<file path="config.mk">
export PLATFORM = sky130hd
export DESIGN_NAME = mips_lsu_bus
export DESIGN_NICKNAME = d
export VERILOG_FILES = /design/src/rtl/mips_lsu_pkg.sv /design/src/rtl/mips_lsu_align.sv /design/src/rtl/mips_lsu_bus.sv
export SDC_FILE = /design/constraint.sdc
export NUM_CORES = 1
export LEC_CHECK = 0
export CAP_MARGIN = 20
export CORE_MARGIN = 2
export CORE_UTILIZATION = 52
export DETAILED_ROUTE_END_ITERATION = 8
export PLACE_DENSITY = 0.93
export SYNTH_ARGS = -nofsm -noshare
export SYNTH_HDL_FRONTEND = slang
export SYNTH_SLANG_ARGS = --single-unit
</file>
<file path="constraint.sdc">
create_clock -name clk -period 3.9 [get_ports clk]
set_input_delay 0.78 -clock clk [delete_from_list [all_inputs] [get_ports clk]]
set_output_delay 0.78 -clock clk [all_outputs]
set_load 0.05 [all_outputs]
</file>
<file path="src/rtl/mips_lsu_pkg.sv">
// mips_lsu_pkg: shared types and op-decoding helpers for the MIPS load/store unit.
package mips_lsu_pkg;

    typedef enum logic [3:0] {
        OP_LB, OP_LBU, OP_LH, OP_LHU, OP_LW, OP_LWL, OP_LWR, OP_SB, OP_SH, OP_SW
    } lsu_op_t;

    typedef enum logic [1:0] {
        FLT_OK       = 2'b00,
        FLT_MISALIGN = 2'b01,
        FLT_TIMEOUT  = 2'b10
    } lsu_fault_t;

    typedef enum logic [1:0] {ST_IDLE, ST_BUS, ST_RESP} lsu_state_t;

    typedef enum logic [1:0] {SZ_B, SZ_H, SZ_W} lsu_size_t;

    function automatic logic is_load(lsu_op_t op);
        return op inside {OP_LB, OP_LBU, OP_LH, OP_LHU, OP_LW, OP_LWL, OP_LWR};
    endfunction

    function automatic logic is_store(lsu_op_t op);
        return op inside {OP_SB, OP_SH, OP_SW};
    endfunction

    function automatic lsu_size_t op_size(lsu_op_t op);
        return op inside {OP_LB, OP_LBU, OP_SB} ? SZ_B :
               op inside {OP_LH, OP_LHU, OP_SH} ? SZ_H : SZ_W;
    endfunction

endpackage

</file>
<file path="src/rtl/mips_lsu_align.sv">
// mips_lsu_align: combinational lane steering, store replication, load formatting
// and alignment check for one LSU access.
module mips_lsu_align
    import mips_lsu_pkg::*;
#(
    parameter int DATA_W = 32,
    localparam int BYTES = DATA_W / 8,
    localparam int OFS_W = $clog2(BYTES)
) (
    input  lsu_op_t           op,
    input  logic [OFS_W-1:0]  k,
    input  logic [31:0]       wdata,
    input  logic [DATA_W-1:0] readdata,
    input  logic [31:0]       rt_old,
    output logic [BYTES-1:0]  byteenable,
    output logic [DATA_W-1:0] writedata,
    output logic [31:0]       rdata,
    output logic              misalign
);

    lsu_size_t        sz;
    logic [OFS_W-1:0] wsel;
    logic [31:0]      m;
    logic [15:0]      h;
    logic [7:0]       b;
    logic [1:0]       j;
    logic [3:0]       mask;
    logic [4:0]       lsh;
    logic [4:0]       rsh;

    always_comb begin
        sz   = op_size(op);
        wsel = k >> 2;
        m    = 32'(readdata >> {wsel, 5'b0});
        h    = k[1] ? m[31:16] : m[15:0];
        b    = k[0] ? h[15:8] : h[7:0];
        j    = k[1:0];
        lsh  = {2'd3 - j, 3'b0};
        rsh  = {j, 3'b0};
        mask = sz == SZ_B ? 4'h1 : sz == SZ_H ? 4'h3 : 4'hF;
        byteenable = BYTES'(mask) << (sz == SZ_W ? {wsel, 2'b00} : {2'b00, k});
        writedata  = sz == SZ_B ? {BYTES{wdata[7:0]}} :
                     sz == SZ_H ? {(BYTES/2){wdata[15:0]}} : {(BYTES/4){wdata}};
        // LWL/LWR keep exactly the rt bytes the shifted memory word does not cover
        case (op)
            OP_LB:   rdata = {{24{b[7]}}, b};
            OP_LBU:  rdata = {24'b0, b};
            OP_LH:   rdata = {{16{h[15]}}, h};
            OP_LHU:  rdata = {16'b0, h};
            OP_LW:   rdata = m;
            OP_LWL:  rdata = (m << lsh) | (rt_old & ~(32'hFFFF_FFFF << lsh));
            OP_LWR:  rdata = (m >> rsh) | (rt_old & ~(32'hFFFF_FFFF >> rsh));
            default: rdata = 32'b0;
        endcase
        misalign = (op inside {OP_LH, OP_LHU, OP_SH} && k[0]) ||
                   (op inside {OP_LW, OP_SW} && k[1:0] != 2'b00);
    end

endmodule

</file>
<file path="src/rtl/mips_lsu_bus.sv">
// mips_lsu_bus: single-outstanding MIPS load/store unit driving an Avalon-MM data master
// with registered bus outputs, misalignment and optional waitrequest timeout faults.
module mips_lsu_bus
    import mips_lsu_pkg::*;
#(
    parameter int DATA_W  = 32,
    parameter int ADDR_W  = 32,
    parameter int TIMEOUT = 0,
    localparam int BYTES  = DATA_W / 8,
    localparam int OFS_W  = $clog2(BYTES)
) (
    input  logic              clk,
    input  logic              reset,
    input  logic              req_valid,
    output logic              req_ready,
    input  lsu_op_t           req_op,
    input  logic [ADDR_W-1:0] req_addr,
    input  logic [31:0]       req_wdata,
    input  logic [31:0]       req_rt_old,
    output logic              resp_valid,
    output logic [31:0]       resp_rdata,
    output lsu_fault_t        resp_fault,
    output logic [ADDR_W-1:0] address,
    output logic              read,
    output logic              write,
    input  logic              waitrequest,
    output logic [DATA_W-1:0] writedata,
    output logic [BYTES-1:0]  byteenable,
    input  logic [DATA_W-1:0] readdata
);

    localparam int CNT_W = TIMEOUT > 0 ? $clog2(TIMEOUT + 1) : 1;
    localparam logic [CNT_W-1:0] CNT_MAX = CNT_W'(TIMEOUT > 0 ? TIMEOUT - 1 : 0);

    lsu_state_t        state_q, state_d;
    lsu_op_t           op_q, op_d;
    logic [OFS_W-1:0]  k_q, k_d;
    logic [31:0]       rt_q, rt_d;
    logic [ADDR_W-1:0] addr_q, addr_d;
    logic              read_q, read_d, write_q, write_d;
    logic [BYTES-1:0]  be_q, be_d;
    logic [DATA_W-1:0] wd_q, wd_d;
    logic [31:0]       rdata_q, rdata_d;
    lsu_fault_t        fault_q, fault_d;
    logic [CNT_W-1:0]  cnt_q, cnt_d;

    lsu_op_t           al_op;
    logic [OFS_W-1:0]  al_k;
    logic [31:0]       al_rt, al_rdata;
    logic [BYTES-1:0]  al_be;
    logic [DATA_W-1:0] al_wd;
    logic              al_mis, idle, timed_out;

    // In IDLE the aligner sees the incoming request; afterwards it formats readdata
    assign idle      = state_q == ST_IDLE;
    assign al_op     = idle ? req_op : op_q;
    assign al_k      = idle ? req_addr[OFS_W-1:0] : k_q;
    assign al_rt     = idle ? req_rt_old : rt_q;
    assign timed_out = TIMEOUT > 0 && waitrequest && cnt_q == CNT_MAX;

    mips_lsu_align #(.DATA_W(DATA_W)) u_align (
        .op         (al_op),
        .k          (al_k),
        .wdata      (req_wdata),
        .readdata   (readdata),
        .rt_old     (al_rt),
        .byteenable (al_be),
        .writedata  (al_wd),
        .rdata      (al_rdata),
        .misalign   (al_mis)
    );

    always_comb begin
        state_d = state_q;
        op_d    = op_q;
        k_d     = k_q;
        rt_d    = rt_q;
        addr_d  = addr_q;
        read_d  = read_q;
        write_d = write_q;
        be_d    = be_q;
        wd_d    = wd_q;
        rdata_d = rdata_q;
        fault_d = fault_q;
        cnt_d   = cnt_q;
        case (state_q)
            ST_IDLE: if (req_valid) begin
                op_d    = req_op;
                k_d     = req_addr[OFS_W-1:0];
                rt_d    = req_rt_old;
                rdata_d = 32'b0;
                cnt_d   = '0;
                fault_d = al_mis ? FLT_MISALIGN : FLT_OK;
                state_d = al_mis ? ST_RESP : ST_BUS;
                if (!al_mis) begin
                    addr_d  = {req_addr[ADDR_W-1:OFS_W], {OFS_W{1'b0}}};
                    read_d  = is_load(req_op);
                    write_d = is_store(req_op);
                    be_d    = al_be;
                    wd_d    = al_wd;
                end
            end
            ST_BUS: if (!waitrequest || timed_out) begin
                read_d  = 1'b0;
                write_d = 1'b0;
                rdata_d = !waitrequest && read_q ? al_rdata : 32'b0;
                fault_d = waitrequest ? FLT_TIMEOUT : FLT_OK;
                state_d = ST_RESP;
            end else begin
                cnt_d = cnt_q + 1'b1;
            end
            default: state_d = ST_IDLE;
        endcase
    end

    always_ff @(posedge clk or negedge reset) begin
        if (!reset) begin
            state_q <= ST_IDLE;
            op_q    <= OP_LB;
            k_q     <= '0;
            rt_q    <= '0;
            addr_q  <= '0;
            read_q  <= 1'b0;
            write_q <= 1'b0;
            be_q    <= '0;
            wd_q    <= '0;
            rdata_q <= '0;
            fault_q <= FLT_OK;
            cnt_q   <= '0;
        end else begin
            state_q <= state_d;
            op_q    <= op_d;
            k_q     <= k_d;
            rt_q    <= rt_d;
            addr_q  <= addr_d;
            read_q  <= read_d;
            write_q <= write_d;
            be_q    <= be_d;
            wd_q    <= wd_d;
            rdata_q <= rdata_d;
            fault_q <= fault_d;
            cnt_q   <= cnt_d;
        end
    end

    assign req_ready  = idle;
    assign resp_valid = state_q == ST_RESP;
    assign resp_rdata = rdata_q;
    assign resp_fault = fault_q;
    assign address    = addr_q;
    assign read       = read_q;
    assign write      = write_q;
    assign byteenable = be_q;
    assign writedata  = wd_q;

endmodule

</file>
-- After elaboration in Yosys (flattened, before gate mapping)
Cells that the tools add are included.
- bits of input ports: 136
- output and inout bits: 106
- word-level logic and storage cells: 102
- flip-flop bits (word level): 142
- equality and inequality tests: 25
- bitwise operators: 7
- reduce and logical (&&, ||, !) cells: 21
- add/sub/neg operators: 1
- shift-type cells: 5
- mux-type cells: 32
- operator list (kind ; count):
    $pmux W32 S7 ; 1
    $mux W32 ; 6
    $and A32 B32 Y32 ; 2
    $not A32 Y32 ; 2
    $or A32 B32 Y32 ; 2
    $pmux W32 S2 ; 1
    $eq A4 B3 Y1 const B ; 8
    $shl A32 B5 Y32 ; 1
    $shl A32 B5 Y32 const A ; 1
    $shr A32 B5 Y32 ; 1
    $shr A32 B5 Y32 const A ; 1
    $mux W2 ; 9
    $eq A4 B2 Y1 const B ; 4
    $eq A4 B4 Y1 const B ; 4
    $mux W16 ; 1
    $mux W4 ; 3
    $reduce_bool A3 Y1 ; 3
    $eq A4 B1 Y1 const B ; 2
    $logic_not A4 Y1 ; 2
    $mux W8 ; 1
    $pmux W2 S2 ; 2
    $reduce_bool A7 Y1 ; 1
    $mux W1 ; 6
    $ne A2 B2 Y1 const B ; 3
    14 further kinds ; 24

-- Depth between registers and ports, before layout
Gate-level depths: netlist (run 1).
- depth after elaboration: 11
- depth in mapped cells: 11
- gate-level depth less buffers: 7

-- Cells and area by module
Synthesis (run 1) repeated with hierarchy kept, for this count alone.
- cells, all modules: 701
- area total of the unflattened synthesis: 8269.2 um^2
- modules (own cells, without submodules) (module ; cells an instance ; area an instance (um^2) ; instances ; seq. area each (um^2)):
    mips_lsu_bus ; 370 ; 5775.5 ; 1 ; 3528.4
    mips_lsu_align ; 331 ; 2493.6 ; 1 ; 0.0

-- Worst setup path before layout (run 1)
No wires, ideal clock.
- path kind: input to register
- from: input port req_addr[1]
- to: register addr_q[17] (netlist: address[17])
- stages: 7
- setup slack: 1340 ps
- path buffers: 2
- setup time: 125 ps
- data arrival time: 2435 ps
- data required time: 3775 ps
- cell sequence: or4_1 o31ai_1 a211oi_2 a311o_1 buf_6 buf_6 mux2_4
- word-level cells in the longest chain between the ends: 6
- RTL lines (element ; line ; source):
    from (decl) ; mips_lsu_bus.sv:17 ; input logic [ADDR_W-1:0] req_addr,
    $mux W2 ; mips_lsu_bus.sv:57 ; assign al_k = idle ? req_addr[OFS_W-1:0] : k_q;
    $reduce_bool A2 Y1 ; mips_lsu_align.sv:56 ; (op inside {OP_LW, OP_SW} && k[1:0] != 2'b00);
    $logic_and A1 B1 Y1 ; mips_lsu_align.sv:56 ;
    $logic_or A1 B1 Y1 ; mips_lsu_align.sv:55 ; misalign = (op inside {OP_LH, OP_LHU, OP_SH} && k[0]) ||
    $not A1 Y1 (no line) ; n/a ;
    $reduce_and A3 Y1 (no line) ; n/a ;
    to (signal assigned) ; mips_lsu_bus.sv:135 ; addr_q <= addr_d;
    to (decl) ; mips_lsu_bus.sv:39 ; logic [ADDR_W-1:0] addr_q, addr_d;
No other way between the ends.
A chain may end at the register's enable or synchronous reset.

-- Final worst setup path (run 1)
- from: register state_q[0]
- to: output port req_ready
- word-level cells in the longest chain between the ends: 1
- RTL lines (element ; line ; source):
    from (decl) ; mips_lsu_bus.sv:35 ; lsu_state_t state_q, state_d;
    from (signal assigned) ; mips_lsu_bus.sv:131 ; state_q <= state_d;
    $logic_not A2 Y1 ; mips_lsu_bus.sv:55 ; assign idle = state_q == ST_IDLE;
    to (decl) ; mips_lsu_bus.sv:15 ; output logic req_ready,
No other way between the ends.

==> results of run 1 <==
==> synthesized netlist by cell type, drive strengths merged (4+ instances only) <==
cell	n
a22o	7
clkbuf	36
nand4	5
mux2	79
nand3	19
dfrtp	141
nor3b	17
a21oi	43
mux2i	54
o2bb2ai	5
o221ai	7
a211oi	13
or2	12
a2111oi	4
nor4b	5
a21o	10
o21ai	43
buf	39
a311oi	9
and3	6
nor2	22
nand2	117
a221o	12
nor3	22
a221oi	16
or3	5
a31oi	22
and2	13
a41oi	8
inv	11
o2111ai	5
a2111o	5
==> final timing paths <==
path,from,end,slack [ns]
max in group asynchronous,reset,writedata[28],2.76
min reg2reg,writedata[13],writedata[13],0.49
max reg2reg,state_q[0],resp_rdata[26],0.73
min in group clk,writedata[13],writedata[13],0.49
min,reset,rt_q[0],0.29
max,state_q[0],req_ready,0.61
==> worst max-delay path, cell delays in order (launching register included) <==
cell and delay [ns]:
dfrtp_1 0.60, or2_4 0.42, inv_4 0.20, clkdlybuf4s50_1 0.85
==> power by group through the flow <==
stage          sequential, mW  clock (mW)  combinational (mW)
6_report                 2.47        1.65                5.93
4_1_cts                  2.46        1.66                5.86
3_5_place_dp             2.47           0                5.81
2_1_floorplan            3.63           0                2.87
5_1_grt                  2.54        1.72                6.24
3_3_place_gp             2.43           0                5.70
==> sequential cells by signal, summed over array words and instances, names as in the netlist <==
| name | count |
|---|---|
| byteenable | 4 |
| writedata | 32 |
| k_q | 2 |
| address | 30 |
| rt_q | 32 |
| read | 1 |
| state_q | 2 |
| resp_rdata | 32 |
| op_q | 4 |
| resp_fault | 1 |
| write | 1 |
==> metrics by stage <==
stage	instances	hold WS (ns)	utilization [%]	area, sq um	power (mW)
after floorplan	851	0.4800	-	8364	6.504
after global placement	1259	0.4611	69.26	10920	8.125
after detailed placement	1259	0.4791	69.26	10920	8.282
after CTS	1291	0.3213	73.00	11510	9.976
after global routing	1292	0.3492	73.02	11510	10.49
final	1292	0.2947	73.02	11510	10.05
==> final cells by class <==
class	instances	area share, %
multi-input cells	623	38.65
repair buffers	267	22.81
diodes	1	0.02173
flip-flops and latches	141	30.64
inverters	12	0.4129
clock inverters	14	1.304
well taps	216	2.347
clock buffers	18	3.814
==> layer usage <==
layer	global-route usage, %	vias up
li1	-	3621
met1	40.98	3939
met2	54.90	656
met3	10.75	126
met4	19.34	0
met5	0	-
==> logic make-up (layout without fill, tap and decap cells) <==
family          count (synthesis)  in the layout  synth area share [%]
mux                           133            133                 17.89
buf+inv                        87            311                 4.956
other cells                     1              4               0.04487
flops                         141            141                 42.22
compound gates                231            231                 19.85
simple gates                  256            256                 15.03
==> flow_metrics.env, run 1 <==
export IMPL_period_minus_slack_ns=3.293
export IMPL_p_seq_share_pct=24.6
export IMPL_regArea_sq_mm=0.003528
export IMPL_grt_pass1_wl_microns=44410
export IMPL_finalMaxSlewViolations=0
export IMPL_core_rowCount=46
export IMPL_cts_resized=0
export IMPL_setup_tns_final_ns=0
export IMPL_switching_share_pct=48.38
export IMPL_clk_pin_slew_worst_paths_ns=0.07
export IMPL_synth_distinct_cells=64
export IMPL_rsz0062_at_grt="false"
export IMPL_yosysWarnings=0
export IMPL_yosysTopAreaCellShare_pct=42.22
export IMPL_tightest_slew_ns=0.8067
export IMPL_antenna_found_initial=1
export IMPL_final_hold_viol_count=0
export IMPL_synth_seq_cells=141
export IMPL_cts_hold_buf=0
export IMPL_postSynthAreaPerCell_sq_um=9.843
export IMPL_crit_required_ns=3.12
export IMPL_finClkSkew_ns=0.01229
export IMPL_synthArstFlopShare_pct=100.0
export IMPL_final_antenna_net_count=0
export IMPL_cts_tree="done"
export IMPL_cp_max_fo=20
export IMPL_worstSkewPairLatency_ns=0.44
export IMPL_drc=0
export IMPL_power_leakage_nw=4.806
export IMPL_worstRegToRegCells=7
export IMPL_postCtsSetupBuffers=0
export IMPL_top_layer="met4"
export IMPL_num_nets_final=1198
export IMPL_min_period_over_period_pct=84.43
export IMPL_drt_initial_drc_count=1237
export IMPL_die_w_microns=130.8
export IMPL_worstSetupEndpointType="primary output"
export IMPL_syn_cell_area_sq_mm=0.008357
export IMPL_wl_per_cell_microns=22.53
export IMPL_hold_path_class="in -> async"
export IMPL_synth_edf_count=0
export IMPL_worstPathArrival_ns=2.51
export IMPL_cts_root_buffer="clkbuf_16"
export IMPL_met3_length_microns=3401
export IMPL_synth_area_top_cells="dfrtp_1 (42%), mux2_2 (8.8%), mux2i_1 (6.3%), nand2_1 (5.2%), a21oi_1 (2.6%)"
export IMPL_first_pass_iters=9
export IMPL_final_setup_viol_count=0
export IMPL_final_common_cell="clkdlybuf4s50_1"
export IMPL_port_buffers=238
export IMPL_htreeDepth=4
export IMPL_synth_top_area_cell="dfrtp_1"
export IMPL_internal_power_mw=5.189
export IMPL_max_vdd_ir_drop_uv=841.4
export IMPL_coreArea_sq_mm=0.01577
export IMPL_drive_above_1_share_pct=15.44
export IMPL_syn_inst=849
export IMPL_hpwl_microns=20200
export IMPL_slew_headroom_pct=46.22
export IMPL_cts_buffers=17
export IMPL_gp_congestion=0.9646
export IMPL_areaGrowthSynthToFinish_pct=37.79
export IMPL_switchingPower_mw=4.863
export IMPL_grt_max_degree=86
export IMPL_post_place_ws_ns=0.5776
export IMPL_drv_cap=0
export IMPL_detail_route_vias_per_cell=6.457
export IMPL_clockPowerShare_pct=16.4
export IMPL_crit_type="reg -> out"
export IMPL_power_frac_comb_pct=59.0
export IMPL_fillers=1140
export IMPL_worst_slack_ns=0.6071
export IMPL_met2RoutedLength_microns=13760
export IMPL_synth_main_ff_cell="dfrtp_1"
export IMPL_grt_pass1_vias=8239
export IMPL_power_density_mw_per_mm2=872.9
export IMPL_ys_seq_area_share_pct=42.22
export IMPL_chipHeight_microns=130.8
export IMPL_fmax_mhz=303.7
export IMPL_multi_input_area_sq_mm=0.004451
export IMPL_startpoint_type="flip-flop"
export IMPL_clock_sinks=141
export IMPL_start_util_pct=52.99
export IMPL_clockBufferDepth=2
export IMPL_num_vias=8342
export IMPL_mostFrequentLayoutCells="clkdlybuf4s50_1 (237), dfrtp_1 (141), nand2_1 (116)"
export IMPL_status="complete, no violations"
export IMPL_io_pins=242
export IMPL_overflow=0
export IMPL_wl_met1_microns=10540
export IMPL_totalWireLength_microns=29110
export IMPL_die_area_sq_mm=0.01710
export IMPL_grtUsageTotal_pct=34.22
(Power assumes the default switching activity.)
==> run 2, diff against run 1 <==
--- a/config.mk
+++ b/config.mk
@@ -7,9 +7,9 @@
 export LEC_CHECK = 0
 export CAP_MARGIN = 20
 export CORE_MARGIN = 2
-export CORE_UTILIZATION = 52
+export CORE_UTILIZATION = 49
 export DETAILED_ROUTE_END_ITERATION = 8
-export PLACE_DENSITY = 0.93
+export PLACE_DENSITY = 0.89
 export SYNTH_ARGS = -nofsm -noshare
 export SYNTH_HDL_FRONTEND = slang
 export SYNTH_SLANG_ARGS = --single-unit
==> constraint.sdc (replaced) <==
create_clock -name clk -period 3.29 [get_ports clk]
set_input_delay 0.658 -clock clk [delete_from_list [all_inputs] [get_ports clk]]
set_output_delay 0.658 -clock clk [all_outputs]
set_load 0.05 [all_outputs]
==> run 2 against run 1 <==
Utilization shrank 3.0 points; cell count grew 1.2%; clock-buffer cell count shrank 1.
==> flow_metrics.env, run 2 (synthesis results as in run 1) <==
export IMPL_status="complete, no violations"
export IMPL_cpMostUsedCell="buf_4"
export IMPL_chipHeight_microns=134.6
export IMPL_setup_tns_final_ns=0
export IMPL_cp_max_fo=44
export IMPL_tightest_slew_ns=0.8736
export IMPL_cpLargestDelayFamily="buffers and inverters"
export IMPL_core_rowCount=47
export IMPL_grt_max_degree=70
export IMPL_p_seq_share_pct=24.2
export IMPL_antenna_found_initial=1
export IMPL_crit_required_ns=2.63
export IMPL_overflow=0
export IMPL_port_buffers=238
export IMPL_totalWireLength_microns=29600
export IMPL_reg2reg_slack_ns=0.56
export IMPL_io_pins=242
export IMPL_drc=0
export IMPL_power_mw=12.10
export IMPL_mostFrequentLayoutCells="clkdlybuf4s50_1 (236), dfrtp_1 (141), nand2_1 (116)"
export IMPL_power_density_mw_per_mm2=1039
export IMPL_period_minus_slack_ns=2.839
export IMPL_cp_buffers_inverters=3
export IMPL_gp_congestion=0.9419
export IMPL_dpl_cell_area_sq_mm=0.01104
export IMPL_power_frac_comb_pct=59.6
export IMPL_clockPowerShare_pct=16.3
export IMPL_coreArea_sq_mm=0.01664
export IMPL_grt_pass1_vias=8270
export IMPL_hold_path_class="in -> async"
export IMPL_num_nets_final=1209
export IMPL_startpoint_type="flip-flop"
export IMPL_final_setup_viol_count=0
export IMPL_switchingPower_mw=5.843
export IMPL_num_vias=8385
export IMPL_clock_sinks=141
export IMPL_worstSetupEndpointType="primary output"
export IMPL_final_hold_viol_count=0
export IMPL_areaGrowthSynthToFinish_pct=39.41
export IMPL_critical_path_max_stage_delay_ns=0.52
export IMPL_cts_buffers=17
export IMPL_final_area_sq_mm=0.01165
export IMPL_rsz0062_at_grt="false"
export IMPL_cts_root_buffer="clkbuf_16"
export IMPL_final_common_cell="clkdlybuf4s50_1"
export IMPL_power_leakage_nw=4.882
export IMPL_worst_slack_ns=0.4509
export IMPL_cts_resized=0
export IMPL_finClkSkew_ns=0.01736
export IMPL_fmax_mhz=352.2
export IMPL_grt_pass1_wl_microns=45900
export IMPL_grtUsageTotal_pct=32.88
export IMPL_start_util_pct=50.21
export IMPL_clockBufferDepth=2
export IMPL_clk_pin_slew_worst_paths_ns=0.07
export IMPL_r2r_start="state_q[1]"
export IMPL_drv_cap=0
export IMPL_cts_hold_buf=0
export IMPL_drive_above_1_share_pct=16.39
export IMPL_slew_headroom_pct=41.14
export IMPL_crit_slowest_cell="buf_4"
export IMPL_internal_power_mw=6.256
export IMPL_wl_per_cell_microns=22.64
export IMPL_hpwl_microns=20480
export IMPL_cts_tree="done"
export IMPL_min_period_over_period_pct=86.29
export IMPL_rr_endpoint="resp_rdata[26]"
export IMPL_post_place_ws_ns=0.07877
export IMPL_htreeDepth=4
export IMPL_final_antenna_net_count=0
export IMPL_postCtsSetupBuffers=0
export IMPL_worstSkewPairLatency_ns=0.43
export IMPL_first_pass_iters=5
export IMPL_die_area_sq_mm=0.01812
export IMPL_max_vdd_ir_drop_uv=760.6
export IMPL_path_cells="or2_4 -> inv_4 -> buf_4 -> buf_4"
export IMPL_worstRegToRegCells=7
export IMPL_switching_share_pct=48.29
export IMPL_detail_route_vias_per_cell=6.415
export IMPL_drt_initial_drc_count=1253
export IMPL_worstPathArrival_ns=2.18
export IMPL_crit_type="reg -> out"
export IMPL_die_w_microns=134.6
export IMPL_finalMaxSlewViolations=0
export IMPL_fillers=1187
[run 2: cell types whose count changed in the layout (fill, tap and decap cells not counted), moves of 2 or more]
cell,change
buf_4,+8
buf_12,+3
clkinv_4,-3
inv_6,+2
[run 2: area by class of cell]
class | count | area (sq um) | share of cell area (%)
antenna | 1 | 2.502 | 0.02148
clock buffer | 17 | 425.4 | 3.652
clock inverter | 15 | 168.9 | 1.450
inverter | 12 | 47.55 | 0.4081
multi-input combinational | 623 | 4451 | 38.20
sequential | 141 | 3528 | 30.29
tap | 220 | 275.3 | 2.363
timing repair buffer | 278 | 2751 | 23.62
[run 2: worst reg2reg max path, stage by stage (launching register included)]
cell,delay [ns]
dfrtp_1,0.38
or2_4,0.27
inv_4,0.27
mux2_2,0.44
or4_1,0.76
a21oi_1,0.26
a221oi_1,0.10
a31oi_1,0.18
[run 2: stage by stage]
step / hold slack [ns] / instances / utilization, %
finish: 0.2321 / 1307 / 70.00
floorplan: 0.3624 / 851 / -
CTS: 0.2508 / 1305 / 69.90
global route: 0.2748 / 1307 / 70.00
detailed placement: 0.4658 / 1273 / 66.33
global placement: 0.4608 / 1273 / 66.33
[run 2: worst max path at each step]
| stage | from | endpoint | slack (ns) | depth (start not counted) |
|---|---|---|---|---|
| final | state_q[1] | req_ready | 0.45 | 4 |
| after global routing | state_q[1] | req_ready | 0.37 | 4 |
| after CTS | state_q[1] | req_ready | 0.46 | 4 |
| after detailed placement | req_addr[1] | resp_rdata[13] | 0.08 | 7 |
| after global placement | req_addr[1] | resp_rdata[13] | 0.13 | 7 |
| after floorplan | req_addr[1] | address[17] | 0.85 | 7 |
[run 2: power by group through the flow]
stage / registers [mW] / logic [mW] / clock network, mW
2_1_floorplan: 4.31 / 3.40 / 0
3_3_place_gp: 2.87 / 6.88 / 0
3_5_place_dp: 2.92 / 7.03 / 0
4_1_cts: 2.91 / 7.09 / 1.98
5_1_grt: 3.00 / 7.57 / 2.06
6_report: 2.92 / 7.21 / 1.97
[run 2: routing by layer]
metal | wire length, microns | track usage [%]
met1 | 10910 | 40.83
met2 | 14230 | 53.66
met3 | 3271 | 8.784
met4 | 1180 | 15.38
met5 | 0 | 0
